**config.mk**
```make
export PLATFORM = sky130hd
export DESIGN_NAME = adder_arbiter
export DESIGN_NICKNAME = d
export VERILOG_FILES = /design/src/rtl/adder_arbiter.sv
export SDC_FILE = /design/constraint.sdc
export NUM_CORES = 1
export LEC_CHECK = 0
export CAP_MARGIN = 20
export CORE_ASPECT_RATIO = 0.8
export CORE_MARGIN = 10
export CORE_UTILIZATION = 25
export DETAILED_ROUTE_END_ITERATION = 8
export GPL_TIMING_DRIVEN = 0
export PLACE_DENSITY = 0.68
export SLEW_MARGIN = 20
export SYNTH_ARGS = -nofsm -noshare
export SYNTH_HDL_FRONTEND = slang
export SYNTH_SLANG_ARGS = --single-unit
```
**constraint.sdc**
```tcl
create_clock -name clk -period 2 [get_ports clk]
set_clock_uncertainty 0.2 [all_clocks]
set_input_delay 0.2 -clock clk [delete_from_list [all_inputs] [get_ports clk]]
set_output_delay 0.2 -clock clk [all_outputs]
set_load 0.01 [all_outputs]
```
**src/rtl/adder_arbiter.sv**
```systemverilog
`default_nettype none
// ============================================================================
// Module      : adder_arbiter
// Description : Round-robin arbiter and sequencer in front of one shared,
//               registered adder. It grants one of NREQ level requesters,
//               drives that requester's operands to the adder, waits out the
//               adder latency and returns the sum with a one-cycle strobe.
//
// Ports
//   clk        rising-edge system clock
//   reset      asynchronous, active-low reset
//   req        level request per requester (held until its gnt bit is seen)
//   a_in/b_in  packed operands, slice i = x_in[i*WIDTH +: WIDTH]
//   add_a/b    registered operands presented to the shared adder
//   add_sum    result returned by the shared adder
//   gnt        one-hot grant pulse; operands of that requester were captured
//   rsp_valid  one-hot response strobe back to the granted requester
//   rsp_sum    captured result, held until the next response
//   busy       high while an operation is in flight
//
// Revision    : 1.0 - initial release
// ============================================================================
module adder_arbiter #(
  parameter int NREQ    = 4,
  parameter int WIDTH   = 32,
  parameter int ADD_LAT = 1
) (
  input  logic                  clk,
  input  logic                  reset,
  input  logic [NREQ-1:0]       req,
  input  logic [NREQ*WIDTH-1:0] a_in,
  input  logic [NREQ*WIDTH-1:0] b_in,
  output logic [WIDTH-1:0]      add_a,
  output logic [WIDTH-1:0]      add_b,
  input  logic [WIDTH-1:0]      add_sum,
  output logic [NREQ-1:0]       gnt,
  output logic [NREQ-1:0]       rsp_valid,
  output logic [WIDTH-1:0]      rsp_sum,
  output logic                  busy
);

  localparam int               PTR_W    = (NREQ > 1) ? $clog2(NREQ) : 1;
  // One extra bit so ptr + offset (< 2*NREQ) never overflows before the wrap.
  localparam int               SUM_W    = PTR_W + 1;
  localparam logic [2:0]       CNT_INIT = 3'(ADD_LAT);
  localparam logic [PTR_W-1:0] PTR_LAST = PTR_W'(NREQ - 1);
  localparam logic [NREQ-1:0]  ONE_BIT  = NREQ'(1);

  typedef enum logic [0:0] {
    IDLE = 1'b0,
    WAIT = 1'b1
  } state_t;

  state_t             state_q,     state_d;
  logic [PTR_W-1:0]   ptr_q,       ptr_d;
  logic [NREQ-1:0]    owner_q,     owner_d;
  logic [2:0]         cnt_q,       cnt_d;
  logic [WIDTH-1:0]   add_a_q,     add_a_d;
  logic [WIDTH-1:0]   add_b_q,     add_b_d;
  logic [NREQ-1:0]    gnt_q,       gnt_d;
  logic [NREQ-1:0]    rsp_valid_q, rsp_valid_d;
  logic [WIDTH-1:0]   rsp_sum_q,   rsp_sum_d;

  // --------------------------------------------------------------------------
  // Operand unpacking
  // --------------------------------------------------------------------------
  logic [WIDTH-1:0] a_slice [NREQ];
  logic [WIDTH-1:0] b_slice [NREQ];

  for (genvar i = 0; i < NREQ; i++) begin : g_unpack
    assign a_slice[i] = a_in[i*WIDTH +: WIDTH];
    assign b_slice[i] = b_in[i*WIDTH +: WIDTH];
  end

  // --------------------------------------------------------------------------
  // Round-robin winner search: first set req bit at ptr, ptr+1, ... mod NREQ.
  // The wrap is done by a single conditional subtract so that non-power-of-2
  // NREQ values wrap correctly.
  // --------------------------------------------------------------------------
  logic             win_found;
  logic [PTR_W-1:0] win_idx;
  logic [SUM_W-1:0] scan_sum;
  logic [PTR_W-1:0] scan_idx;

  always_comb begin
    win_found = 1'b0;
    win_idx   = '0;
    scan_sum  = '0;
    scan_idx  = '0;
    for (int k = 0; k < NREQ; k++) begin
      scan_sum = {1'b0, ptr_q} + SUM_W'(k);
      if (scan_sum >= SUM_W'(NREQ)) begin
        scan_sum = scan_sum - SUM_W'(NREQ);
      end
      scan_idx = scan_sum[PTR_W-1:0];
      if (!win_found && req[scan_idx]) begin
        win_found = 1'b1;
        win_idx   = scan_idx;
      end
    end
  end

  // --------------------------------------------------------------------------
  // Next-state and output logic
  // --------------------------------------------------------------------------
  always_comb begin
    state_d     = state_q;
    ptr_d       = ptr_q;
    owner_d     = owner_q;
    cnt_d       = cnt_q;
    add_a_d     = add_a_q;
    add_b_d     = add_b_q;
    gnt_d       = '0;          // strobes default low: one-cycle pulses
    rsp_valid_d = '0;
    rsp_sum_d   = rsp_sum_q;   // result is held between responses

    case (state_q)
      IDLE: begin
        if (win_found) begin
          add_a_d = a_slice[win_idx];
          add_b_d = b_slice[win_idx];
          gnt_d   = ONE_BIT << win_idx;
          owner_d = ONE_BIT << win_idx;
          ptr_d   = (win_idx == PTR_LAST) ? '0 : win_idx + PTR_W'(1);
          cnt_d   = CNT_INIT;
          state_d = WAIT;
        end
      end

      WAIT: begin
        // req is deliberately ignored here; the operands to the adder stay
        // frozen until the result has been captured.
        if (cnt_q != 3'd0) begin
          cnt_d = cnt_q - 3'd1;
        end else begin
          rsp_sum_d   = add_sum;
          rsp_valid_d = owner_q;
          state_d     = IDLE;
        end
      end

      default: begin
        state_d = IDLE;
      end
    endcase
  end

  // --------------------------------------------------------------------------
  // State registers
  // --------------------------------------------------------------------------
  always_ff @(posedge clk or negedge reset) begin
    if (!reset) begin
      state_q     <= IDLE;
      ptr_q       <= '0;
      owner_q     <= '0;
      cnt_q       <= '0;
      add_a_q     <= '0;
      add_b_q     <= '0;
      gnt_q       <= '0;
      rsp_valid_q <= '0;
      rsp_sum_q   <= '0;
    end else begin
      state_q     <= state_d;
      ptr_q       <= ptr_d;
      owner_q     <= owner_d;
      cnt_q       <= cnt_d;
      add_a_q     <= add_a_d;
      add_b_q     <= add_b_d;
      gnt_q       <= gnt_d;
      rsp_valid_q <= rsp_valid_d;
      rsp_sum_q   <= rsp_sum_d;
    end
  end

  assign add_a     = add_a_q;
  assign add_b     = add_b_q;
  assign gnt       = gnt_q;
  assign rsp_valid = rsp_valid_q;
  assign rsp_sum   = rsp_sum_q;
  assign busy      = (state_q == WAIT);

endmodule
`default_nettype wire

```
==> metrics.txt <==
antenna-violating nets left 0; Die Wd roughly 190 um; vias in the first global route between 6,000 and 7,000; Util after Layout 0.494; CTS tree built; 1st-iter DRT viols 194; Final #Nets approximately 1,200; pwr dens ~1400 mW/mm2; outcome finished with violations; CTS sink count approximately 110; antenna fix cells 0; Vias/cell between 4 and 5; Critical Path RT approximately 2100 ps; Synth Cell Area 0.00594 mm2; Worst Setup End Kind flip-flop; Slew @ Worst Pin 535 ps; post-synthesis register bit count approximately 110; met1 WL between 10 and 15 mm; Starting Density 0.254; Ys Warns 0; layout cells sized above 1 0.164; total gr overflow 0; Worst R2R Path Depth 8; crit path launch type flip-flop; # setup viols final between 50 and 60; DP Wirelength ~21 mm; Mapped Avg Cell Area between 10 and 15 um2; I/O pin total 399; sequential element share of the synthesized area 0.480; hold crit path type in -> async; Hold WS 95.8 ps; max-cap violation count 0; htree depth 4; Remaining DRCs 0; port bufs between 300 and 400; DR top layer met4; Yosys cell types 33; clock-pin transition on the worst setup and hold timing paths about 60 ps; fin area approximately 0.012 mm2; first-pass GRT wire length approximately 38 mm; largest net degree at the start of global routing 65; Vias 5,795; CTS max path bufs 2; Num CTS Buffers 17; Layout area overhead 94.6%; area occupied by multi-input gates roughly 0.0030 mm2; total negative slack -2980 ps; Mapped Cells 499; Skew-Pair Late Insertion Delay about 400 ps; Crit Path Max Fanout 10; violated checks setup timing; Placeable Area about 0.023 mm2; Hold Vio Cnt, Final 0; Setup WS post-layout -111 ps; unrepaired setup endpoints after global routing true; DR WL/cell between 20 and 25 um; routed wire length 26.8 mm; crit path time final 2110 ps; Max Slew Vio Count 0; # fillers around 2,100; Leak Pwr between 4 and 5 nW; placed cell area 0.0104 mm2; Root Buffer clkbuf_16; dpl ws -936 ps; gr usage total 0.166; Final Cycle Share 1.06; gp weighted congestion slightly below 0.8; Worst slew margin 0.643; VDD IR-drop max approximately 0.00050 V; WS Path Type reg -> reg; Site Rows 50; Mapped Nets ~800; die footprint between 0.03 and 0.04 mm2; Max Fclk roughly 0.47 GHz; initial antenna violation count 0; WP data arrival between 2000 and 2500 ps; Reg area between 0.002 and 0.003 mm2; die span in y ~160 um; TritonRoute pass-1 iters 4; met3 wire length 2.57 mm; WL met2 13.2 mm
==> synthesized netlist by cell type, drive strengths merged <==
master / instances / area [um2]
nand2: 29 / 109
clkbuf: 15 / 56.3
nor3b: 1 / 12.5
nand3: 4 / 25.0
o2bb2ai: 43 / 377
a21oi: 44 / 220
inv: 6 / 22.5
and2: 1 / 6.26
o21a: 1 / 7.51
a21o: 2 / 15.0
a31oi: 1 / 6.26
nor2b: 1 / 6.26
o221ai: 21 / 184
nor3: 1 / 10.0
a21bo: 1 / 10.0
and3: 4 / 25.0
buf: 25 / 200
a221oi: 1 / 8.76
nand2b: 2 / 12.5
mux2i: 129 / 1290
nand4: 1 / 6.26
dfrtp: 114 / 2850
a221o: 1 / 10.0
ha: 3 / 37.5
mux2: 32 / 360
o21ai: 7 / 35.0
nor2: 9 / 33.8
==> flip-flops by register name (all words and copies together) (netlist names) <==
register,count
add_a,32
add_b,32
rsp_sum,32
gnt,4
owner_q,4
rsp_valid,4
cnt_q,3
ptr_q,2
busy,1
==> layout by cell type (no fill, tap or decap), types with 6 or more instances in the layout <==
master           Yosys  layout
dfrtp_1            114     113
buf_6               12      13
mux2_2              32      32
nand2_1             29      27
mux2i_4              0       9
clkbuf_2             0       9
clkbuf_16            0      21
mux2i_1            129     109
buf_12               0       9
nor2_1               9       8
a21oi_1             44      41
clkdlybuf4s50_1      0     397
mux2i_2              0      11
o2bb2ai_1           43      42
inv_6                0       6
o221ai_1            21      21
buf_4                2      14
==> through the flow <==
stage          total power, mW  std cells
2_1_floorplan             7.89        499
4_1_cts                   15.5       1246
6_report                  15.8       1258
3_3_place_gp              11.7       1209
3_5_place_dp              11.8       1210
5_1_grt                   16.8       1258
==> critical path, cell delays in order, from the launching register on <==
cell	delay [ps]
dfrtp_1	370
buf_6	140
a21bo_2	210
a221o_1	320
buf_6	160
buf_12	160
buf_12	160
mux2i_4	190
a21oi_1	140
==> repair_timing <==
action                                  4_1_cts  5_1_grt
endpoints found under the hold margin        87        0
hold buffers                                  1        0
setup buffers                                 3        8
endpoints found under the setup margin      103      100
resized for setup                            59       42
pin swaps                                    10       24
gates cloned                                  0        4
==> worst paths after layout <==
path                                         from                      end  slack [ps]
max                          ptr_q[1]$_DFFE_PN0P_     add_a[5]$_DFFE_PN0P_        -110
min                                         reset  rsp_sum[27]$_DFFE_PN0P_         100
max reg2reg                  ptr_q[1]$_DFFE_PN0P_     add_a[5]$_DFFE_PN0P_        -110
min reg2reg                owner_q[2]$_DFFE_PN0P_   owner_q[2]$_DFFE_PN0P_         280
max in group asynchronous                   reset    add_b[16]$_DFFE_PN0P_         790
min in group clk                      add_sum[29]  rsp_sum[29]$_DFFE_PN0P_         200
==> routing by layer <==
metal  vias to the layer above  track usage
met2                       244        0.287
met1                      2780        0.189
met3                        17       0.0655
li1                       2754            -
met4                         0       0.0372
met5                         -            0
==> final cells by class <==
cell class	instances	share of cell area
timing repair buffer	415	0.365
clock inverter	15	0.0168
buffer	40	0.0357
clock buffer	17	0.0368
multi-input combinational	339	0.263
inverter	6	0.00216
tap	312	0.0338
sequential	114	0.247
==> report_power, final <==
part / switching (mW) / internal [mW]
Sequential: 0.580 / 3.43
Clock: 1.23 / 1.99
Combinational: 3.80 / 4.78
Total: 5.60 / 10.2
==> kinds of logic (layout without fill, tap and decap cells) <==
group           after synthesis  count (layout)  synth area share
compound gates              122             122             0.147
flops                       114             114             0.480
mux                         161             161             0.278
buf+inv                      46             493            0.0470
simple gates                 53              53            0.0415
fa+ha+maj                     3               3           0.00632
Note: power is estimated with default switching activity, not from simulation.
